`config.mk`:
```
export PLATFORM = sky130hd
export DESIGN_NAME = sdram_port_arbiter_flat
export DESIGN_NICKNAME = d
export VERILOG_FILES = /design/src/rtl/sdram_arb_pkg.sv /design/src/rtl/sdram_port_arbiter_if.sv /design/src/rtl/tag_fifo.sv /design/src/rtl/sdram_port_arbiter.sv /design/src/flat_wrapper.sv
export SDC_FILE = /design/constraint.sdc
export NUM_CORES = 1
export LEC_CHECK = 0
export CORE_MARGIN = 2
export CORE_UTILIZATION = 39
export CTS_BUF_LIST = sky130_fd_sc_hd__clkbuf_4 sky130_fd_sc_hd__clkbuf_8
export DETAILED_ROUTE_END_ITERATION = 16
export HOLD_SLACK_MARGIN = 0.03
export PLACE_DENSITY_LB_ADDON = 0.1
export SLEW_MARGIN = 40
export SYNTH_ARGS = -nofsm -noshare
export SYNTH_HDL_FRONTEND = slang
export SYNTH_HIERARCHICAL = 1
export SYNTH_SLANG_ARGS = --single-unit
```
`constraint.sdc`:
```
create_clock -name clk -period 3.8 [get_ports clk]
set_clock_uncertainty 0.2 [all_clocks]
set_input_delay 0.38 -clock clk [delete_from_list [all_inputs] [get_ports clk]]
set_output_delay 0.38 -clock clk [all_outputs]
set_load 0.01 [all_outputs]
```
`src/rtl/sdram_arb_pkg.sv`:
```
// Shared definitions for the SDRAM command-port arbiter: port tags,
// FSM encoding and default bus widths.
package sdram_arb_pkg;

  localparam int DEF_AW = 24;
  localparam int DEF_DW = 16;

  // Tag stored per outstanding read so return data finds its requester.
  localparam logic PORT_A = 1'b0;
  localparam logic PORT_B = 1'b1;

  typedef enum logic {
    IDLE  = 1'b0,
    ISSUE = 1'b1
  } state_t;

endpackage

```
`src/rtl/sdram_port_arbiter_if.sv`:
```
// Requester ports A/B plus the controller write/read channels, bundled.
// slave: the arbiter's view. master: the view of whatever drives it.
interface sdram_port_arbiter_if
  import sdram_arb_pkg::*;
#(
  parameter int AW = DEF_AW,
  parameter int DW = DEF_DW
) ();

  logic          a_valid, a_we, a_ready, a_rvalid;
  logic [AW-1:0] a_addr;
  logic [DW-1:0] a_wdata, a_rdata;

  logic          b_valid, b_we, b_ready, b_rvalid;
  logic [AW-1:0] b_addr;
  logic [DW-1:0] b_wdata, b_rdata;

  logic [AW-1:0] awaddr, araddr;
  logic [DW-1:0] wdata, rdata;
  logic          wvalid, wready, arvalid, arready, rvalid;

  modport slave (
    input  a_valid, a_we, a_addr, a_wdata,
    output a_ready, a_rdata, a_rvalid,
    input  b_valid, b_we, b_addr, b_wdata,
    output b_ready, b_rdata, b_rvalid,
    output awaddr, wdata, wvalid,
    input  wready,
    output araddr, arvalid,
    input  arready, rdata, rvalid
  );

  modport master (
    output a_valid, a_we, a_addr, a_wdata,
    input  a_ready, a_rdata, a_rvalid,
    output b_valid, b_we, b_addr, b_wdata,
    input  b_ready, b_rdata, b_rvalid,
    input  awaddr, wdata, wvalid,
    output wready,
    input  araddr, arvalid,
    output arready, rdata, rvalid
  );

endinterface

```
`src/rtl/tag_fifo.sv`:
```
// DEPTH x 1-bit FIFO of port tags for outstanding reads, in issue order.
module tag_fifo #(
  parameter  int DEPTH = 4,
  localparam int PW    = $clog2(DEPTH),
  localparam int CW    = PW + 1
) (
  input  logic          clk,
  input  logic          rst,
  input  logic          push,
  input  logic          push_tag,
  input  logic          pop,
  output logic          head_tag,
  output logic [CW-1:0] count,
  output logic          full,
  output logic          empty
);

  logic          mem [DEPTH];
  logic [PW-1:0] wr_ptr, rd_ptr;
  logic          push_ok, pop_ok;

  assign full     = (count == CW'(DEPTH));
  assign empty    = (count == '0);
  assign push_ok  = push && !full;
  assign pop_ok   = pop && !empty;
  assign head_tag = mem[rd_ptr];

  // Tag storage write.
  // NOTE: storage is not reset; the pointers and count define what is valid.
  always_ff @(posedge clk) begin
    if (push_ok) mem[wr_ptr] <= push_tag;
  end

  // Pointers and occupancy; power-of-two depth lets pointers wrap freely.
  always_ff @(posedge clk or posedge rst) begin
    if (rst) begin
      wr_ptr <= '0;
      rd_ptr <= '0;
      count  <= '0;
    end else begin
      if (push_ok) wr_ptr <= wr_ptr + PW'(1);
      if (pop_ok)  rd_ptr <= rd_ptr + PW'(1);
      case ({push_ok, pop_ok})
        2'b10:   count <= count + CW'(1);
        2'b01:   count <= count - CW'(1);
        default: count <= count;
      endcase
    end
  end

endmodule

```
`src/rtl/sdram_port_arbiter.sv`:
```
// Two-requester arbiter in front of the SDRAM controller command port.
// One command in flight on the command channels; read data is routed
// back in order using a tag FIFO; B is protected from starvation by A.
module sdram_port_arbiter
  import sdram_arb_pkg::*;
#(
  parameter int AW           = DEF_AW,
  parameter int DW           = DEF_DW,
  parameter int RD_DEPTH     = 4,
  parameter int STARVE_LIMIT = 8
) (
  input  logic                 clk,
  input  logic                 rst,
  sdram_port_arbiter_if.slave  bus,
  output logic                 busy,
  output logic                 rsp_error
);

  localparam int CW = $clog2(RD_DEPTH) + 1;
  localparam int SW = $clog2(STARVE_LIMIT + 1);

  state_t        state, next_state;
  logic [AW-1:0] cmd_addr;
  logic [DW-1:0] cmd_wdata;
  logic          cmd_we;
  logic [SW-1:0] starve_cnt;

  logic          a_elig, b_elig, grant, accept;
  logic          a_ready, b_ready;
  logic          acc_we;
  logic [AW-1:0] acc_addr;
  logic [DW-1:0] acc_wdata;

  logic          fifo_full, fifo_empty, head_tag, fifo_pop;
  logic [CW-1:0] fifo_count;

  // Grant, ready and next state; a port is eligible only if it can be
  // taken now, so a read stuck on a full FIFO lets the other port's write in.
  // NOTE: every output gets a default first so no latch is inferred.
  always_comb begin
    next_state = state;
    a_ready    = 1'b0;
    b_ready    = 1'b0;
    a_elig     = bus.a_valid && (bus.a_we || !fifo_full);
    b_elig     = bus.b_valid && (bus.b_we || !fifo_full);
    grant      = PORT_A;
    if (b_elig && (!a_elig || (starve_cnt == SW'(STARVE_LIMIT)))) grant = PORT_B;
    acc_we     = (grant == PORT_A) ? bus.a_we    : bus.b_we;
    acc_addr   = (grant == PORT_A) ? bus.a_addr  : bus.b_addr;
    acc_wdata  = (grant == PORT_A) ? bus.a_wdata : bus.b_wdata;
    unique case (state)
      IDLE: begin
        a_ready = !rst && (grant == PORT_A) && a_elig;
        b_ready = !rst && (grant == PORT_B) && b_elig;
        if (a_ready || b_ready) next_state = ISSUE;
      end
      ISSUE: if (cmd_we ? bus.wready : bus.arready) next_state = IDLE;
      default: next_state = IDLE;
    endcase
    accept = a_ready || b_ready;
  end

  // State and command latch; the command holds until the controller takes it.
  // NOTE: sequential state uses non-blocking assignments only.
  always_ff @(posedge clk or posedge rst) begin
    if (rst) begin
      state     <= IDLE;
      cmd_addr  <= '0;
      cmd_wdata <= '0;
      cmd_we    <= 1'b0;
    end else begin
      state <= next_state;
      if (accept) begin
        cmd_addr  <= acc_addr;
        cmd_wdata <= acc_wdata;
        cmd_we    <= acc_we;
      end
    end
  end

  // Count A wins while B waits; a B win or an idle cycle without B clears it.
  always_ff @(posedge clk or posedge rst) begin
    if (rst) begin
      starve_cnt <= '0;
    end else if (accept && (grant == PORT_A) && bus.b_valid) begin
      if (starve_cnt != SW'(STARVE_LIMIT)) starve_cnt <= starve_cnt + SW'(1);
    end else if ((accept && (grant == PORT_B)) || ((state == IDLE) && !bus.b_valid)) begin
      starve_cnt <= '0;
    end
  end

  // Sticky flag for return data that no read was waiting for.
  always_ff @(posedge clk or posedge rst) begin
    if (rst)                           rsp_error <= 1'b0;
    else if (bus.rvalid && fifo_empty) rsp_error <= 1'b1;
  end

  assign fifo_pop = bus.rvalid && !fifo_empty;

  tag_fifo #(.DEPTH(RD_DEPTH)) u_tag_fifo (
    .clk      (clk),
    .rst      (rst),
    .push     (accept && !acc_we),
    .push_tag (grant),
    .pop      (fifo_pop),
    .head_tag (head_tag),
    .count    (fifo_count),
    .full     (fifo_full),
    .empty    (fifo_empty)
  );

  assign bus.a_ready  = a_ready;
  assign bus.b_ready  = b_ready;
  assign bus.wvalid   = (state == ISSUE) && cmd_we;
  assign bus.arvalid  = (state == ISSUE) && !cmd_we;
  assign bus.awaddr   = cmd_addr;
  assign bus.araddr   = cmd_addr;
  assign bus.wdata    = cmd_wdata;
  assign bus.a_rdata  = bus.rdata;
  assign bus.b_rdata  = bus.rdata;
  assign bus.a_rvalid = fifo_pop && (head_tag == PORT_A);
  assign bus.b_rvalid = fifo_pop && (head_tag == PORT_B);
  assign busy         = (state != IDLE) || (fifo_count != '0);

endmodule

```
`src/flat_wrapper.sv`:
```
// flat-port wrapper written by rule: the top's interface ports become plain ports
module sdram_port_arbiter_flat import sdram_arb_pkg::*;
#(
  parameter int AW           = DEF_AW,
  parameter int DW           = DEF_DW,
  parameter int RD_DEPTH     = 4,
  parameter int STARVE_LIMIT = 8
)
  (clk, rst, busy, rsp_error, bus_a_valid, bus_a_we, bus_a_addr, bus_a_wdata, bus_a_ready, bus_a_rdata, bus_a_rvalid, bus_b_valid, bus_b_we, bus_b_addr, bus_b_wdata, bus_b_ready, bus_b_rdata, bus_b_rvalid, bus_awaddr, bus_wdata, bus_wvalid, bus_wready, bus_araddr, bus_arvalid, bus_arready, bus_rdata, bus_rvalid);
  sdram_port_arbiter_if #(.AW(AW), .DW(DW)) bus_i ();
  input  logic clk;
  input  logic rst;
  output logic busy;
  output logic rsp_error;
  input wire logic [$bits(bus_i.a_valid)-1:0] bus_a_valid;
  input wire logic [$bits(bus_i.a_we)-1:0] bus_a_we;
  input wire logic [$bits(bus_i.a_addr)-1:0] bus_a_addr;
  input wire logic [$bits(bus_i.a_wdata)-1:0] bus_a_wdata;
  output wire logic [$bits(bus_i.a_ready)-1:0] bus_a_ready;
  output wire logic [$bits(bus_i.a_rdata)-1:0] bus_a_rdata;
  output wire logic [$bits(bus_i.a_rvalid)-1:0] bus_a_rvalid;
  input wire logic [$bits(bus_i.b_valid)-1:0] bus_b_valid;
  input wire logic [$bits(bus_i.b_we)-1:0] bus_b_we;
  input wire logic [$bits(bus_i.b_addr)-1:0] bus_b_addr;
  input wire logic [$bits(bus_i.b_wdata)-1:0] bus_b_wdata;
  output wire logic [$bits(bus_i.b_ready)-1:0] bus_b_ready;
  output wire logic [$bits(bus_i.b_rdata)-1:0] bus_b_rdata;
  output wire logic [$bits(bus_i.b_rvalid)-1:0] bus_b_rvalid;
  output wire logic [$bits(bus_i.awaddr)-1:0] bus_awaddr;
  output wire logic [$bits(bus_i.wdata)-1:0] bus_wdata;
  output wire logic [$bits(bus_i.wvalid)-1:0] bus_wvalid;
  input wire logic [$bits(bus_i.wready)-1:0] bus_wready;
  output wire logic [$bits(bus_i.araddr)-1:0] bus_araddr;
  output wire logic [$bits(bus_i.arvalid)-1:0] bus_arvalid;
  input wire logic [$bits(bus_i.arready)-1:0] bus_arready;
  input wire logic [$bits(bus_i.rdata)-1:0] bus_rdata;
  input wire logic [$bits(bus_i.rvalid)-1:0] bus_rvalid;
  assign bus_i.a_valid = bus_a_valid;
  assign bus_i.a_we = bus_a_we;
  assign bus_i.a_addr = bus_a_addr;
  assign bus_i.a_wdata = bus_a_wdata;
  assign bus_a_ready = bus_i.a_ready;
  assign bus_a_rdata = bus_i.a_rdata;
  assign bus_a_rvalid = bus_i.a_rvalid;
  assign bus_i.b_valid = bus_b_valid;
  assign bus_i.b_we = bus_b_we;
  assign bus_i.b_addr = bus_b_addr;
  assign bus_i.b_wdata = bus_b_wdata;
  assign bus_b_ready = bus_i.b_ready;
  assign bus_b_rdata = bus_i.b_rdata;
  assign bus_b_rvalid = bus_i.b_rvalid;
  assign bus_awaddr = bus_i.awaddr;
  assign bus_wdata = bus_i.wdata;
  assign bus_wvalid = bus_i.wvalid;
  assign bus_i.wready = bus_wready;
  assign bus_araddr = bus_i.araddr;
  assign bus_arvalid = bus_i.arvalid;
  assign bus_i.arready = bus_arready;
  assign bus_i.rdata = bus_rdata;
  assign bus_i.rvalid = bus_rvalid;
  sdram_port_arbiter #(.AW(AW), .DW(DW), .RD_DEPTH(RD_DEPTH), .STARVE_LIMIT(STARVE_LIMIT)) u_core (.clk(clk), .rst(rst), .bus(bus_i), .busy(busy), .rsp_error(rsp_error));
endmodule
```
* Word level (Yosys, flattened, before mapping)
Memories as Yosys holds them, arrays and structs flattened.
Index checks and enable logic that the tools add are counted.
** Word-level totals
- Register bits :: 54
- Memory bits (writable) :: 4
- Output and inout bits :: 104
- Logic and storage cells :: 79
- Memories kept :: 1
** Operators by class
- Add/sub/neg operators :: 5
- Equal/unequal tests :: 6
- Muxes and demuxes :: 16
- Bitwise logic cells :: 3
- Reductions and logical operators :: 39
** Memory list
- u_core.u_tag_fifo.mem :: words 4, width 1, rd ports 1, clocked after Yosys merged registers in 0, write ports 1, RTL line tag_fifo.sv:18 : logic mem [DEPTH];
** Operators with widths (number)
- 24-bit two-way mux :: 1
- 1-bit logical AND :: 20
- 16-bit two-way mux :: 1
- 4-bit two-way mux :: 3
- 1-bit two-way mux :: 9
- 1-bit logical NOT :: 7
- 1-bit logical OR :: 7
- 3-bit one-hot mux with 2 select lines :: 1
- 2-bit by 1-bit adder with 2-bit output, second input constant :: 2
- 4-bit by 1-bit adder with 4-bit output, second input constant :: 1
- 4-bit equality test, second input constant :: 1
- 4-bit inequality test, second input constant :: 1
- 2-bit nonzero test :: 2
- 3-bit by 1-bit adder with 3-bit output, second input constant :: 1
- 3-bit equality test, second input constant :: 1
- 3-bit logical NOT :: 1
- 1-bit inverter :: 3
- 3-bit nonzero test :: 1
- 3-bit by 1-bit subtractor with 3-bit output, second input constant :: 1
- 2-bit by 1-bit equality test with 1-bit output, second input constant :: 1
- 2-bit equality test, second input constant :: 1
- 2-bit inequality test, second input constant :: 1
- 1-bit one-hot mux with 2 select lines :: 1
- 2-bit AND reduction :: 1

* Depth between registers and ports, before layout
- Word-level depth :: 17
- Gate-level depth with buffers :: 16
- Depth with buffers taken out :: 14

* Cells and area by module
The synthesis kept the hierarchy.
** By module, submodules not included
- sdram_port_arbiter :: instances 1, cells each 244, area an instance 2931.6 um^2, seq. area each 1176.1 um^2
- tag_fifo :: instances 1, cells each 44, area an instance 578.1 um^2, seq. area each 295.3 um^2

* Worst setup path before layout
Ideal clock, no wire load.
- Path kind :: register to register
- Start :: register u_core.starve_cnt[0]
- End :: register u_core.u_tag_fifo.count[2]
- Setup time :: 0.125 ns
- Data arrival time :: 2.746 ns
- Required time :: 3.475 ns
- Setup slack :: 0.729 ns
- Cell stages (with the launch flop) :: 17
- Buffers on the path :: 2
- Clock period less this slack :: 3.071 ns
- Cells stage by stage :: dfrtp_1 -> inv_1 -> ha_1 -> and3b_1 -> buf_2 -> o311ai_4 -> buf_6 -> inv_1 -> a21oi_1 -> nor2b_2 -> inv_1 -> ha_1 -> inv_1 -> fa_1 -> xor2_1 -> nor2_1 -> xor2_1
** On the way
- Word-level cells in the longest chain between the ends :: 13
- Elaborated cells between the ends (all ways) :: 20
- Those cells by class :: eq/ne: 3; mux: 5; bitwise: 1; reduce/logical: 11
** RTL lines
- start: declaration :: RTL line sdram_port_arbiter.sv:26 : logic [SW-1:0] starve_cnt;
- start signal: assignment :: RTL line sdram_port_arbiter.sv:86 : if (starve_cnt != SW'(STARVE_LIMIT)) starve_cnt <= starve_cnt + SW'(1);
- 4-bit equality test * :: RTL line sdram_port_arbiter.sv:47 : if (b_elig && (!a_elig || (starve_cnt == SW'(STARVE_LIMIT)))) grant = PORT_B;
- 1-bit logical OR * :: RTL line sdram_port_arbiter.sv:47
- 1-bit logical AND * :: RTL line sdram_port_arbiter.sv:47
- 1-bit two-way mux * :: RTL line sdram_port_arbiter.sv:47
- net u_core.grant :: RTL line sdram_port_arbiter.sv:28 : logic a_elig, b_elig, grant, accept;
- 1-bit inverter
- 1-bit logical AND (2 in a row) :: RTL line sdram_port_arbiter.sv:53 : a_ready = !rst && (grant == PORT_A) && a_elig;
- 1-bit two-way mux :: RTL line sdram_port_arbiter.sv:51 : unique case (state)
- 1-bit logical OR :: RTL line sdram_port_arbiter.sv:60 : accept = a_ready || b_ready;
- 1-bit logical AND * :: RTL line sdram_port_arbiter.sv:103 : .push (accept && !acc_we),
- 1-bit logical AND * :: RTL line tag_fifo.sv:24 : assign push_ok = push && !full;
- 2-bit by 1-bit equality test with 1-bit output or 2-bit equality test (tied branches) :: RTL line tag_fifo.sv:43 : case ({push_ok, pop_ok})
- 3-bit one-hot mux with 2 select lines or 2-bit nonzero test (tied branches)
- end signal: assignment :: RTL line tag_fifo.sv:44 : 2'b10: count <= count + CW'(1);
- end signal: assignment :: RTL line tag_fifo.sv:45 : 2'b01: count <= count - CW'(1);
- end signal: assignment :: RTL line tag_fifo.sv:46 : default: count <= count;
- end: declaration :: RTL line tag_fifo.sv:13 : output logic [CW-1:0] count,
The timed path passes the listed nets; every way through them passes the cells marked *.
A chain may end at the register's enable or synchronous reset.

* Final worst setup path
- Start :: register u_core.u_tag_fifo.count[0]
- End :: output port bus_b_ready
** On the way
- Word-level cells in the longest chain between the ends :: 11
- Elaborated cells between the ends (all ways) :: 13
- Those cells by class :: eq/ne: 1; mux: 2; reduce/logical: 10
** RTL lines
- 3-bit equality test * :: RTL line tag_fifo.sv:22 : assign full = (count == CW'(DEPTH));
- net u_core.fifo_full :: RTL line sdram_port_arbiter.sv:34 : logic fifo_full, fifo_empty, head_tag, fifo_pop;
- 1-bit logical NOT * :: RTL line sdram_port_arbiter.sv:44, sdram_port_arbiter.sv:45
- 1-bit logical OR :: RTL line sdram_port_arbiter.sv:44 : a_elig = bus.a_valid && (bus.a_we || !fifo_full);
- 1-bit logical AND :: RTL line sdram_port_arbiter.sv:44
- 1-bit logical NOT :: RTL line sdram_port_arbiter.sv:47
- 1-bit logical OR :: RTL line sdram_port_arbiter.sv:47
- 1-bit logical AND :: RTL line sdram_port_arbiter.sv:47
- 1-bit two-way mux :: RTL line sdram_port_arbiter.sv:47
- 1-bit logical AND :: RTL line sdram_port_arbiter.sv:54 : b_ready = !rst && (grant == PORT_B) && b_elig;
- 1-bit logical AND * :: RTL line sdram_port_arbiter.sv:54
- 1-bit two-way mux * :: RTL line sdram_port_arbiter.sv:51
- end: declaration :: RTL line flat_wrapper.sv:26 : output wire logic [$bits(bus_i.b_ready)-1:0] bus_b_ready;
Marked as above.

==> impl_metrics.tcl <==
set metrics [dict create \
    drive_gt1_share_pct 26.8 \
    max_stage_delay_ps 550 \
    synth_area_per_cell_um2 12.2 \
    die-area_um2 9770 \
    wl_per_cell_um 15.8 \
    ys_seq_area_share_pct 41.9 \
    critical_path_arrival_ps 2690 \
    h-tree-depth 3 \
    regToRegSetupSlack_ps 680 \
    critPathBufInv 2 \
    r2r_start "u_core/u_tag_fifo/count[2]" \
    die_height_um 98.9 \
    diodes 0 \
    grt_setup_unrepaired "no" \
    synthesis.area_um2 3510 \
    antenna_found_initial 0 \
    crit_slowest_cell "clkdlybuf4s50_1" \
    overflow 0 \
    dp_cells 492 \
    cts_hold_repair.buffers 0 \
    clock-root-buffer "clkbuf_8" \
    cts-resized-gates 0 \
    grt_pass1_vias 2489 \
    syn_inst 288 \
    dr.pass1.iters 4 \
    critical_path_class "flip-flop to output port" \
    io_buffers 160 \
    fp.dieW_um 98.9 \
    slew_headroom_pct 48.8 \
    area.growth.synth_to_final_pct 42.9 \
    clk_latency_ps 330 \
    fillers 745 \
    drt_iter0_markers 37 \
    fin_cells 508 \
    reg2regPathDepth 13 \
    outcome "complete, no violations" \
    vias_per_cell 4.82 \
    drv_cap 0 \
    post_cts_buffers 0 \
    finalHoldViolCount 0 \
    core_um2 8720 \
    cts_inserted_buffers 9 \
    postRouteAntennaNets 0 \
    async_flop_share_pct 93.1 \
    core.rowCount 34 \
    nets 508 \
    vias 2450 \
    num_io_pins 209 \
    synth_top_area_share_pct 38.5 \
    ys_warn_count 6 \
    synth-main-ff-cell "dfrtp_1" \
    grt_first_pass_wirelength_um 12700 \
    tightest_slew_ps 767 \
    startpoint_type "flip-flop" \
    clk_pin_slew_ps 70 \
    synth_top_cells_by_area "dfrtp_1 (39%), mux2_2 (23%), buf_4 (12%)" \
    track_usage_pct 16.5 \
    crit_fanout 41 \
    worstSetupStartpoint "u_core/u_tag_fifo/count[0]" \
    fmax_mhz 306 \
    crit_family "simple AND/OR/NAND/NOR gates" \
    p_leak_nw 2.06 \
    wl_um 8010 \
    setup_viol 0 \
    critPathRequiredTime_ps 3220 \
    drc_errors 0 \
    place_congestion 0.869 \
    cts_tree "yes" \
    path_cells "nor3b_2 > nor2b_1 > o311ai_4 > buf_4 > nor2_1 > clkdlybuf4s50_1" \
    synth.net_count 401 \
    period_needed_ps 3270 \
    worstSetupEndpointType "output port" \
    ys_seq_elements 58 \
    post_dp_cell_area_um2 4790 \
    clock-sinks 58 \
    synth.largest_area_cell "dfrtp_1" \
    grt_max_degree 48 \
    synth_edf_count 4 \
    place_hpwl_um 5960 \
    fin_tns_setup_ps 0 \
    rr_endpoint "u_core/u_tag_fifo/count[2]" \
    final_area_um2 5020 \
    p_per_area_nw_per_um2 700 \
    max-clock-path-buffers 2 \
    initial_utilization_pct 40.2 \
    drv_slew 0 \
    synthDistinctLibCells 42 \
    peakVddDrop_mv 0.363 \
    hold_path.class "input pin to async pin" \
    finalCritPeriodShare_pct 85.9 \
]
synthesized netlist by cell type, types with 2 or more instances:
| cell | number |
|---|---|
| mux2_2 | 73 |
| buf_4 | 56 |
| dfrtp_1 | 54 |
| inv_1 | 16 |
| ha_1 | 7 |
| mux2_1 | 6 |
| nor2b_1 | 6 |
| buf_2 | 5 |
| and2_2 | 4 |
| buf_6 | 4 |
| edfxtp_1 | 4 |
| nor2_1 | 4 |
| xor2_1 | 4 |
| a21oi_1 | 3 |
| a221o_1 | 3 |
| nand2_1 | 3 |
| nor3_1 | 3 |
| xnor2_1 | 3 |
| a21o_1 | 2 |
| a22o_1 | 2 |
| and2_1 | 2 |
| and3b_1 | 2 |
| nand2b_1 | 2 |
| nand3_1 | 2 |
layout make-up:
type / count / area (um2) / share of cell area [%]
Clock buffer: 11 / 145 / 2.89
Clock inverter: 5 / 77.6 / 1.55
Inverter: 16 / 62.6 / 1.25
Multi-Input combinational cell: 148 / 1500 / 29.8
Sequential cell: 58 / 1470 / 29.3
Tap cell: 108 / 135 / 2.69
Timing Repair Buffer: 162 / 1630 / 32.5
state kept, by name, indices dropped and copies added (netlist names):
signal,flops
u_core/rsp_error,1
u_core/u_tag_fifo/rd_ptr,2
u_core/state,1
u_core/starve_cnt,4
u_core/u_tag_fifo/count,3
u_core/bus.wdata,16
u_core/u_tag_fifo/wr_ptr,2
u_core/u_tag_fifo/mem,4
u_core/cmd_we,1
u_core/bus.araddr,24
worst max path at each step:
stage          slack [ps]  cells past startpoint                          to
3_5_place_dp          340                     13  u_core/u_tag_fifo/count[2]
2_1_floorplan         730                     16  u_core/u_tag_fifo/count[2]
4_1_cts               530                      6                 bus_b_ready
3_3_place_gp          450                     13  u_core/u_tag_fifo/count[2]
6_report              530                      6                 bus_b_ready
5_1_grt               380                      7                 bus_b_ready
through the flow:
step	utilization [%]	power (mW)	hold slack, ps	setup slack [ps]
5_1_grt	57.5	3.73	272	385
3_5_place_dp	55.0	2.91	246	345
4_1_cts	57.5	3.56	243	526
6_report	57.5	3.51	244	535
3_3_place_gp	54.9	2.88	238	446
2_1_floorplan	-	2.12	-16.6	729
metal layers:
| metal | GRT usage, % | vias up | share of wire (%) |
|---|---|---|---|
| met1 | 20.1 | 1184 | 41 |
| met5 | 0 | - | 0 |
| li1 | - | 1146 | - |
| met4 | 5.90 | 0 | 1.8 |
| met3 | 5.96 | 12 | 8.5 |
| met2 | 26.9 | 108 | 48 |
layout by cell type, fill, tap and decap left out, drive strengths merged:
cell and n:
and2 6, xnor2 3, or4 1, nand3 2, buf 2, clkdlybuf4s50 160
or2 1, o311ai 1, mux2 80, mux4 1, o31ai 1, a221o 3
a2bb2oi 1, or4b 1, nand2 3, a22o 2, clkinv 2, or3b 1
inv 16, xor2 4, ha 7, clkbuf 11, fa 1, nor2b 7
and3b 2, a21o 2, nor4 1, a21oi 3, dfrtp 54, mux2i 1
nor2 4, bufinv 2, nand2b 2, clkinvlp 1, a2111o 1, nor3b 2
edfxtp 4, o221a 1, nor3 3
power breakdown:
part	switching, mW	total [mW]	internal [mW]	leakage (nW)
Combinational	0.656	1.76	1.11	1.27
Clock	0.241	0.633	0.392	0.113
Sequential	0.205	1.11	0.910	0.676
Total	1.10	3.51	2.41	2.06
cells by family (layout without fill, tap and decap cells):
group / count (synthesis) / after routing / share of synthesized area, %
xor gates and xnor gates: 7 / 7 / 1.75
buffers and inverters: 82 / 194 / 15.8
and+or+nand+nor: 36 / 36 / 6.70
adders and majority gates: 8 / 8 / 3.07
muxes: 82 / 82 / 26.7
DFF: 58 / 58 / 41.9
AOI/OAI and AO/OA: 15 / 15 / 4.06
Power figures use the tool's default switching activity.
